### src/rtl/prod_burst_reducer.sv
// Burst reducer: requests one block read, folds BURST_LEN products into sum/max/count,
// and holds the result until taken. Optional idle timeout via `REDUCER_TIMEOUT_EN.
module prod_burst_reducer #(
    parameter int WIDTH          = 32,
    parameter int BURST_LEN      = 64,
    parameter int TIMEOUT_CYCLES = 16,
    localparam int SW            = WIDTH + $clog2(BURST_LEN),
    localparam int CW            = $clog2(BURST_LEN) + 1
) (
    input  logic             CLK,
    input  logic             RST_N,
    input  logic             EN_start,
    output logic             RDY_start,
    output logic             EN_blockRead,
    input  logic             VALID_memVal,
    input  logic [WIDTH-1:0] memVal_data,
    output logic             VALID_result,
    input  logic             EN_result,
    output logic [SW-1:0]    result_sum,
    output logic [WIDTH-1:0] result_max,
    output logic [CW-1:0]    result_beats,
    output logic             result_err
);

    typedef enum logic [1:0] {
        IDLE,
        REQ,
        COLLECT,
        DONE
    } state_t;

    state_t state_q, state_d;

    logic [SW-1:0]    sum_q;
    logic [WIDTH-1:0] max_q;
    logic [CW-1:0]    beats_q;
    logic             accept;
    logic             last_beat;
    logic             timeout;
    logic             start;

    assign start     = (state_q == IDLE) && EN_start;
    assign accept    = VALID_memVal && ((state_q == REQ) || (state_q == COLLECT));
    assign last_beat = accept && (beats_q == CW'(BURST_LEN - 1));

`ifdef REDUCER_TIMEOUT_EN
    localparam int TW = $clog2(TIMEOUT_CYCLES + 1);

    logic [TW-1:0] idle_q;
    logic          err_q;

    // A beat in the limit cycle wins, so only a non-valid cycle can time out.
    assign timeout = (state_q == COLLECT) && !VALID_memVal &&
                     (idle_q == TW'(TIMEOUT_CYCLES - 1));

    always_ff @(posedge CLK or negedge RST_N) begin
        if (!RST_N) begin
            idle_q <= '0;
            err_q  <= 1'b0;
        end else begin
            if (state_q != COLLECT || accept) begin
                idle_q <= '0;
            end else begin
                idle_q <= idle_q + TW'(1);
            end

            if (start) begin
                err_q <= 1'b0;
            end else if (timeout) begin
                err_q <= 1'b1;
            end
        end
    end

    assign result_err = err_q;
`else
    assign timeout    = 1'b0;
    assign result_err = 1'b0;
`endif

    // NOTE: sequential state uses non-blocking (<=) so every register samples pre-edge values.
    always_ff @(posedge CLK or negedge RST_N) begin
        if (!RST_N) begin
            state_q <= IDLE;
        end else begin
            state_q <= state_d;
        end
    end

    // NOTE: state_d gets a default before the case so no path infers a latch.
    always_comb begin
        state_d = state_q;
        unique case (state_q)
            IDLE:    if (EN_start) state_d = REQ;
            REQ:     state_d = last_beat ? DONE : COLLECT;
            COLLECT: if (last_beat || timeout) state_d = DONE;
            DONE:    if (EN_result) state_d = IDLE;
            default: state_d = IDLE;
        endcase
    end

    always_ff @(posedge CLK or negedge RST_N) begin
        if (!RST_N) begin
            sum_q   <= '0;
            max_q   <= '0;
            beats_q <= '0;
        end else if (start) begin
            sum_q   <= '0;
            max_q   <= '0;
            beats_q <= '0;
        end else if (accept) begin
            sum_q   <= sum_q + SW'(memVal_data);
            if (memVal_data > max_q) max_q <= memVal_data;
            beats_q <= beats_q + CW'(1);
        end
    end

    // Outputs are state decodes or registers only; nothing passes straight from inputs.
    assign RDY_start    = (state_q == IDLE);
    assign EN_blockRead = (state_q == REQ);
    assign VALID_result = (state_q == DONE);
    assign result_sum   = sum_q;
    assign result_max   = max_q;
    assign result_beats = beats_q;

endmodule

### config.mk
export PLATFORM = sky130hd
export DESIGN_NAME = prod_burst_reducer
export DESIGN_NICKNAME = d
export VERILOG_FILES = /design/src/rtl/prod_burst_reducer.sv
export SDC_FILE = /design/constraint.sdc
export NUM_CORES = 1
export LEC_CHECK = 0
export BUFFER_PORTS_ARGS = -buffer_cell sky130_fd_sc_hd__buf_2
export CAP_MARGIN = 20
export CORE_ASPECT_RATIO = 0.8
export CORE_UTILIZATION = 53
export CTS_BUF_LIST = sky130_fd_sc_hd__clkbuf_8
export DETAILED_ROUTE_END_ITERATION = 10
export PLACE_DENSITY_LB_ADDON = 0.05
export SLEW_MARGIN = 5
export SYNTH_ARGS = -nofsm -noshare
export SYNTH_HDL_FRONTEND = slang
export SYNTH_SLANG_ARGS = --single-unit
### constraint.sdc
create_clock -name CLK -period 2.35 [get_ports CLK]
set_clock_uncertainty 0.05 [all_clocks]
set_input_delay 0.235 -clock CLK [delete_from_list [all_inputs] [get_ports CLK]]
set_output_delay 0.235 -clock CLK [all_outputs]
set_load 0.1 [all_outputs]
==> metrics.yaml, run 1 <==
detailed_routing:
  wire_per_inst_um: 22.1
  viasPerCell: 6.41
  wl_um: 24900
  ant_nets: 0
  drt_first_pass_iters: 5
  num_vias: 7213
  first_iter_violations: 693
  drc_errors: 0
sta:
  tightest_slew_ns: 0.612
  hold_violations: 0
  finalCriticalPeriod_ns: 2.60
  fmax_ghz: 0.385
  hold_slack_ns: 0.0791
  setup_ws_ns: -0.249
  fin_crit_sh_pct: 111
  setup_violations: 59
  rsz0062_at_grt: "true"
  maxSlewViolCount: 0
  slew_headroom_pct: 59.2
synthesis:
  async_reset_ff_share_pct: 100
  syn_nets: 853
  ys.flop_type: "dfrtp_1"
  syn_avg_cell_area_um2: 8.34
  syn_area_um2: 6220
  synthCells: 746
  ys.warnings.count: 0
  yosysUniqueCellTypes: 69
  synth-seq-cells: 79
  ys_seq_area_share_pct: 31.8
  synth_edf_count: 0
run_status:
  failed_checks: "setup timing"
  status: "complete, but fails checks"
place:
  dp_hpwl_um: 15800
  numPortBuffers: 116
  globalplace.congestion: 0.969
finish:
  nNetsFinal: 1084
  final-seq-area_um2: 2170
  diodes: 0
  fillers: 608
  syn_to_final_growth_pct: 51.7
  drive_gt1_share_pct: 52.3
  multi_input_area_um2: 4890
die:
  dieWidth_um: 123
  die_y_um: 98.9
  io_pins: 118
  rows: 34
  start_util_pct: 55.8
  fp.dieArea_um2: 12200
  core_area_um2: 11100
critical_path:
  worstSetupEndpointType: "flip-flop"
  worstPathArrival_ns: 2.78
  path_max_fanout: 5
  start_kind: "flip-flop"
  regToRegSetupSlack_ns: -0.25
  critPathKind: "flip-flop to flip-flop"
  required_ns: 2.53
clock_network:
  cts_made_buffers: 9
  cts_htree_levels: 3
  clock_path_buffers: 2
  cts_num_sinks: 79
  clk_latency_ns: 0.38
  clk_pin_slew_worst_paths_ns: 0.10
  cts_tree: "built"
  clock-root-buffer: "clkbuf_8"
global_routing:
  antenna_found_initial: 0
  grt_overflow: 0
  grt_max_degree: 50
  gr-usage-all-layers_pct: 40.2
  grt_pass1_vias: 6964
  grt_pass1_wl_um: 37200
job:
  drv_cap: 0
hold_path:
  min_path_type: "input port to flip-flop"
## final cells by class
class,count,share of cell area [%]
clock buffer,9,1.31
clock inverter,7,0.676
inverter,44,1.78
multi-input combinational,584,51.8
sequential,79,23.0
tap,144,1.91
timing repair buffer,259,19.5
## critical path, stage by stage, from the launching register on
cell and delay [ns]:
dfrtp_4 0.50, inv_4 0.07, ha_4 0.19, nor2b_4 0.12, o21a_1 0.20, o21ai_2 0.22
a2111oi_4 0.11, buf_4 0.15, o31a_1 0.35, buf_6 0.17, buf_16 0.14, o21ai_2 0.12
a21oi_1 0.07
## flip-flops by register name, indices dropped and copies added, names as in the netlist
name / count
result_beats: 7
result_max: 32
result_sum: 38
state_q: 2
## synth_stat cells (all sizes together) (2+ instances only)
cell type | instances | share of area [%]
ha | 69 | 14
nor2 | 28 | 1.7
a21oi | 102 | 8.4
nand2b | 5 | 0.50
nor4 | 5 | 0.60
or3 | 5 | 0.52
o31a | 3 | 0.42
and4 | 2 | 0.28
o22ai | 2 | 0.20
nand4 | 22 | 2.2
and2 | 8 | 0.86
and3 | 5 | 0.52
clkbuf | 19 | 1.3
mux2i | 2 | 0.32
nor2b | 2 | 0.20
xnor2 | 12 | 1.7
o211ai | 2 | 0.32
nand3b | 2 | 0.24
a41oi | 2 | 0.28
a211oi | 6 | 0.97
nand3 | 44 | 3.6
inv | 44 | 2.7
a2111oi | 2 | 0.28
buf | 20 | 1.7
a21o | 30 | 3.7
xor2 | 15 | 2.1
o21ai | 67 | 5.5
nand2 | 78 | 4.7
nor3 | 13 | 1.2
o21bai | 3 | 0.36
a31oi | 5 | 0.60
o221ai | 6 | 0.84
o211a | 4 | 0.64
a31o | 2 | 0.28
a211o | 4 | 0.56
o31ai | 4 | 0.48
dfrtp | 79 | 32
o21a | 9 | 1.1
o2111ai | 2 | 0.38
## path summary, 6_finish.rpt
check / cells past startpoint / startpoint / to
max: 12 / result_max[1] / result_max[2]
min: 3 / memVal_data[9] / result_max[9]
max reg2reg: 12 / result_max[1] / result_max[2]
min reg2reg: 2 / result_sum[20] / result_sum[20]
max in group asynchronous: 3 / RST_N / result_sum[31]
min in group asynchronous: 2 / RST_N / result_sum[10]
## stage by stage
step	std cells	TNS (ns)	area (um2)	worst slack, ns	utilization, %
4_1_cts	1115	-3.44	9000	-0.153	80.7
2_1_floorplan	746	-2.76	6800	-0.241	-
3_5_place_dp	1071	-4.15	8150	-0.153	73.1
6_report	1126	-9.06	9440	-0.249	84.7
5_1_grt	1126	-13.34	9440	-0.310	84.7
3_3_place_gp	1071	-0.777	8150	-0.110	73.1
## kinds of logic (layout without fill, tap and decap cells)
family / count (synthesis) / after routing / share of synthesized area [%]
other: 1 / 1 / 0.0603
multiplexers: 3 / 3 / 0.503
buffers and inverters: 83 / 319 / 5.69
adder cells (fa/ha/maj): 70 / 70 / 14.2
flip-flops: 79 / 79 / 31.8
XOR/XNOR: 27 / 27 / 3.80
AND/OR/NAND/NOR: 221 / 221 / 17.6
AO/OA/AOI/OAI: 262 / 262 / 26.3
## cells in the final DEF, fill, tap and decap left out, types with 11 or more instances in the layout
cell type,count
buf_4,118
buf_2,115
nand2_1,75
a21oi_1,68
ha_1,43
dfrtp_4,43
nand3_1,39
o21ai_2,32
inv_1,30
a21oi_2,30
a21o_1,28
nor2_1,28
ha_4,25
dfrtp_2,25
nand4_1,22
o21ai_0,18
buf_6,18
xor2_1,15
inv_2,13
dfrtp_1,11
## timing repair
action | 4_1_cts | 5_1_grt
hold endpoints to repair | 34 | 0
pin swaps | 67 | 41
buffers inserted | 22 | 15
gates cloned | 5 | 0
hold buffers | 1 | 0
endpoints found under the setup margin | 57 | 63
gates resized for setup | 95 | 79
## routing by layer
| metal | part of all wire (%) | up-vias | GRT usage, % |
|---|---|---|---|
| met5 | 0 | - | 0 |
| met4 | 4.5 | 0 | 17.0 |
| met3 | 9.7 | 110 | 6.77 |
| met2 | 46 | 493 | 63.1 |
| met1 | 40 | 3430 | 54.5 |
| li1 | - | 3180 | - |
Power of run 1 is left out: the tool's default activity adds up to more than one toggle a clock period on the data nets, which glitch-free logic cannot reach.
==> run 2: changes to the inputs <==
Settings changed: SKIP_LAST_GASP set to 1.
==> run 2 against run 1 <==
  * The flow still finishes with violations (setup timing)
  * Via count is 1.6% higher
  * Routed wire length up 3.0%
  * Non-clock buffer count fell by 5
  * Final area is 0.89% lower
  * Critical path depth is 3 lower
  * Sequential share of layout area is 0.21 points higher
  * Die area unchanged
  * Flip-flop and latch count is the same
  * Maximum frequency is 1.2% lower
  * Register-to-register slack worse by 0.03 ns
  * Setup slack got worse by 0.031 ns
==> metrics.yaml, run 2 (synthesis gave the netlist of run 1 again) <==
place:
  numPortBuffers: 116  # unchanged
  place_area_um2: 8150  # unchanged
  dp_hpwl_um: 15800  # unchanged
  globalplace.congestion: 0.969  # unchanged
  place_ws_ns: -0.153  # unchanged
die:
  core_area_um2: 11100  # unchanged
  die_y_um: 98.9  # unchanged
  fp.dieArea_um2: 12200  # unchanged
  rows: 34  # unchanged
  io_pins: 118  # unchanged
  start_util_pct: 55.8  # unchanged
  dieWidth_um: 123  # unchanged
critical_path:
  start_kind: "flip-flop"
  setup.worst_path.end: "result_sum[25]"
  regToRegSetupSlack_ns: -0.28  # -0.03 ns
  crit_chain: "ha_4, nand4_1, o22ai_2, nor3b_4, a21oi_4, o211a_1, buf_6, o21ai_0, a32o_1"
  slowest_delay_ns: 0.50  # about the same
  cp-startpoint: "result_sum[8]"
  critPathKind: "flip-flop to flip-flop"
  path_delay_family: "compound AO/OA/AOI/OAI gates"
  required_ns: 2.56  # +0.03 ns
  cp.depth: 9  # -3
  worstPathArrival_ns: 2.85  # +0.07 ns
  path_max_fanout: 4  # -1
  worstSetupEndpointType: "flip-flop"
  r2r_start: "result_sum[8]"
  reg2reg_depth: 9  # -3
  r2r_end: "result_sum[25]"
  crit_slowest_cell: "dfrtp_4"
  critical_path_buf_inv_count: 1  # -3
finish:
  final_core_util_pct: 83.9  # -0.75 points
  layout_commonest_cell: "buf_4"
  layout_common_cells: "117 x buf_4, 115 x buf_2, 76 x nand2_1"
  syn_to_final_growth_pct: 50.3
  drive_gt1_share_pct: 51.6  # -0.76 points
  finalInstanceArea_um2: 9350  # -0.89%
  diodes: 0  # unchanged
  fillers: 610  # +0.33%
  largest_register_ff_count: 38  # unchanged
  nNetsFinal: 1079  # -0.46%
detailed_routing:
  drt_first_pass_iters: 6  # +1
  first_iter_violations: 592  # -15%
  drc_errors: 0  # unchanged
  wl_um: 25600  # +3.0%
  viasPerCell: 6.54  # +2.1%
  wire_per_inst_um: 22.9  # +3.5%
  num_vias: 7329  # +1.6%
  ant_nets: 0  # unchanged
clock_network:
  cts_num_sinks: 79  # unchanged
  clk_latency_ns: 0.38  # about the same
  clock-root-buffer: "clkbuf_8"
  cts_htree_levels: 3  # unchanged
  clk_pin_slew_worst_paths_ns: 0.10  # about the same
  cts_made_buffers: 9  # unchanged
  clock_path_buffers: 2  # unchanged
  cts_tree: "built"
sta:
  fmax_ghz: 0.380  # -1.2%
  tightest_slew_ns: 0.619  # +0.00733 ns
  hold_violations: 0  # unchanged
  finalCriticalPeriod_ns: 2.63  # +0.0315 ns
  setup_ws_ns: -0.281  # -0.0315 ns
  slew_headroom_pct: 58.7  # -0.49 points
  hold_slack_ns: 0.0741  # -0.00494 ns
  fin_crit_sh_pct: 112  # +1.3 points
  rsz0062_at_grt: "true"
  maxSlewViolCount: 0  # unchanged
  setup_violations: 58  # -1.7%
global_routing:
  grt_pass1_wl_um: 37200  # about the same
  grt_overflow: 0  # unchanged
  grt_pass1_vias: 7054  # +1.3%
  grt_max_degree: 50  # unchanged
  antenna_found_initial: 0  # unchanged
  gr-usage-all-layers_pct: 40.1  # -0.10 points
run_status:
  failed_checks: "setup timing"
  status: "complete, but fails checks"
hold_path:
  min_path_type: "input port to flip-flop"
job:
  drv_cap: 0  # unchanged
==> run 2: changes by cell type in the layout (fill, tap and decap cells not counted), moves of 2 or more <==
cell,before,now
a21oi_1,68,73
a21oi_2,30,25
buf_6,18,12
ha_1,43,41
ha_4,25,27
o21ai_1,9,12
o21ai_4,8,6
==> run 2: worst register-to-register path, stage by stage, from the launching register on <==
cell and delay, ns:
dfrtp_4 0.50, ha_4 0.31, nand4_1 0.20, o22ai_2 0.35, nor3b_4 0.10, a21oi_4 0.21, o211a_1 0.24, buf_6 0.13
o21ai_0 0.13, a32o_1 0.31
==> run 2: cell type report <==
class | count | area (um2) | share of cell area (%)
Timing Repair Buffer | 254 | 1800 | 19.3
Clock inverter | 7 | 63.8 | 0.682
Sequential cell | 79 | 2170 | 23.2
Clock buffer | 9 | 124 | 1.32
Tap cell | 144 | 180 | 1.93
Multi-Input combinational cell | 584 | 4840 | 51.8
Inverter | 44 | 168 | 1.79
==> run 2: per-stage QoR <==
stage,setup TNS (ns),std cells
5_1_grt,-13.85,1121
3_5_place_dp,-4.15,1071
6_report,-9.49,1121
4_1_cts,-3.81,1115
2_1_floorplan,-2.76,746
3_3_place_gp,-0.777,1071
==> run 2: per-layer routing <==
layer | track usage (%) | vias to the layer above | share of wire, % | wire, um
met3 | 8.39 | 113 | 9.6 | 2480
met1 | 53.7 | 3526 | 40 | 10200
met4 | 17.1 | 0 | 4.4 | 1140
met2 | 62.4 | 510 | 46 | 11800
li1 | - | 3180 | - | -
met5 | 0 | - | 0 | 0
==> run 2: how the worst min path moves through the flow <==
stage	start	end	slack, ns	cells past startpoint
floorplan	RST_N	result_beats[0]	-0.11	0
global placement	RST_N	result_sum[10]	0.20	1
global route	memVal_data[9]	result_max[9]	0.08	3
CTS	memVal_data[6]	result_max[6]	0.07	3
finish	memVal_data[9]	result_max[9]	0.07	3
detailed placement	RST_N	result_sum[10]	0.19	1
==> run 2: repair_timing <==
item                       4_1_cts  5_1_grt
hold buffers                     1        0
hold endpoints to repair        34        0
cloned                           5        0
setup endpoints to repair       57       66
pin swaps                       64       49
setup buffers                   22        8
resized for setup               76       82
Power of run 2 is left out for the same reason.
==> run 3: changes to the inputs <==
Settings changed: RECOVER_POWER set to 50.
==> run 3 against run 2 <==
  * The run still ends with setup timing left
  * Register-to-register slack hardly changed
  * Worst hold slack got worse by 0.0029 ns
  * Die area did not move
  * Global-route usage is the same
  * Maximum frequency barely moved
==> metrics.yaml, run 3 (synthesis gave the netlist of run 1 again) <==
place:
  dp_hpwl_um: 15800  # unchanged
  numPortBuffers: 116  # unchanged
  place_ws_ns: -0.153  # unchanged
  globalplace.congestion: 0.969  # unchanged
sta:
  slew_headroom_pct: 17.5  # -41 points
  maxSlewViolCount: 0  # unchanged
  finalCriticalPeriod_ns: 2.63  # -0.00226 ns
  rsz0062_at_grt: "true"
  hold_slack_ns: 0.0713  # -0.00286 ns
  tightest_slew_ns: 1.24  # +0.624 ns
  fmax_ghz: 0.380  # about the same
  setup_violations: 58  # unchanged
  fin_crit_sh_pct: 112  # about the same
  hold_violations: 0  # unchanged
  setup_ws_ns: -0.278  # +0.00226 ns
  finalSetupTns_ns: -9.70  # -0.217 ns
critical_path:
  worstSetupEndpointType: "flip-flop"
  cp-startpoint: "result_sum[8]"
  worstPathArrival_ns: 2.84  # about the same
  start_kind: "flip-flop"
  r2r_start: "result_sum[8]"
  required_ns: 2.57  # about the same
  path_max_fanout: 4  # unchanged
  critPathKind: "flip-flop to flip-flop"
finish:
  syn_to_final_growth_pct: 49.9
  fillers: 617  # +1.1%
  largest_register_ff_count: 38  # unchanged
  multi_input_area_um2: 4840  # unchanged
  nNetsFinal: 1079  # unchanged
  layout_commonest_cell: "buf_4"
  drive_gt1_share_pct: 50.4  # -1.2 points
  diodes: 0  # unchanged
  layout_common_cells: "113 x buf_4, 105 x buf_2, 76 x nand2_1"
  final-seq-area_um2: 2170  # unchanged
die:
  io_pins: 118  # unchanged
  rows: 34  # unchanged
  dieWidth_um: 123  # unchanged
  start_util_pct: 55.8  # unchanged
  die_y_um: 98.9  # unchanged
  core_area_um2: 11100  # unchanged
  fp.dieArea_um2: 12200  # unchanged
clock_network:
  clk_latency_ns: 0.39  # about the same
  clock_path_buffers: 2  # unchanged
  clock-root-buffer: "clkbuf_8"
  cts_htree_levels: 3  # unchanged
  cts_made_buffers: 9  # unchanged
  cts_tree: "built"
  cts_num_sinks: 79  # unchanged
  clk_pin_slew_worst_paths_ns: 0.10  # about the same
detailed_routing:
  viasPerCell: 6.55  # +0.15%
  ant_nets: 0  # unchanged
  first_iter_violations: 661  # +12%
  num_vias: 7340  # +0.15%
  drt_first_pass_iters: 7  # +1
  wire_per_inst_um: 22.8  # -0.37%
  wl_um: 25600  # -0.37%
  drc_errors: 0  # unchanged
run_status:
  status: "complete, but fails checks"
  failed_checks: "setup timing"
job:
  drv_cap: 0  # unchanged
global_routing:
  grt_overflow: 0  # unchanged
  gr-usage-all-layers_pct: 40.1  # unchanged
  grt_pass1_vias: 7054  # unchanged
  antenna_found_initial: 0  # unchanged
  grt_max_degree: 50  # unchanged
  grt_pass1_wl_um: 37200  # unchanged
hold_path:
  min_path_type: "input port to flip-flop"
  worstHoldStart: "memVal_data[9]"
## run 3: worst paths after layout
| path | cells past startpoint | end | slack, ns |
|---|---|---|---|
| min | 3 | result_max[9] | 0.07 |
| max in group asynchronous | 3 | result_max[31] | 0.43 |
| min reg2reg | 2 | result_sum[20] | 0.49 |
| min in group asynchronous | 2 | result_max[14] | 0.51 |
| max | 9 | result_sum[25] | -0.28 |
| max reg2reg | 9 | result_sum[25] | -0.28 |
## run 3: worst max-delay path, cell delays in order (launching register included)
cell and delay (ns):
dfrtp_4 0.50, ha_4 0.31, nand4_1 0.20, o22ai_2 0.35, nor3b_4 0.10, a21oi_4 0.21
o211a_1 0.23, buf_6 0.12, o21ai_0 0.13, a32o_1 0.32
## run 3: area by class of cell
class	count	area share [%]
Clock buffer	9	1.33
Multi-Input combinational cell	584	51.9
Sequential cell	79	23.3
Timing Repair Buffer	254	19.1
Tap cell	144	1.93
Inverter	44	1.80
Clock inverter	7	0.684
## run 3: timing repair
item                                   in CTS  in global routing
cloned                                      5                  0
setup endpoints to repair                  57                 66
pin swaps                                  64                 49
endpoints found under the hold margin      34                  0
hold buffers                                1                  0
buffers inserted                           22                  8
gates resized for setup                    76                 82
## run 3: routing by layer
layer,vias to the layer above,global-route usage [%],share of wire (%)
li1,3173,-,-
met1,3537,53.7,40
met2,497,62.4,46
met3,133,8.39,9.5
met4,0,17.1,5.0
met5,-,0,0
## run 3: through the flow
stage                     std cells  cell area (um2)  utilization [%]
final                          1121             9330             83.7
after global routing           1121             9330             83.7
after CTS                      1115             8950             80.3
after detailed placement       1071             8150             73.1
after global placement         1071             8150             73.1
after floorplan                 746             6800                -
Power of run 3 is left out for the same reason.
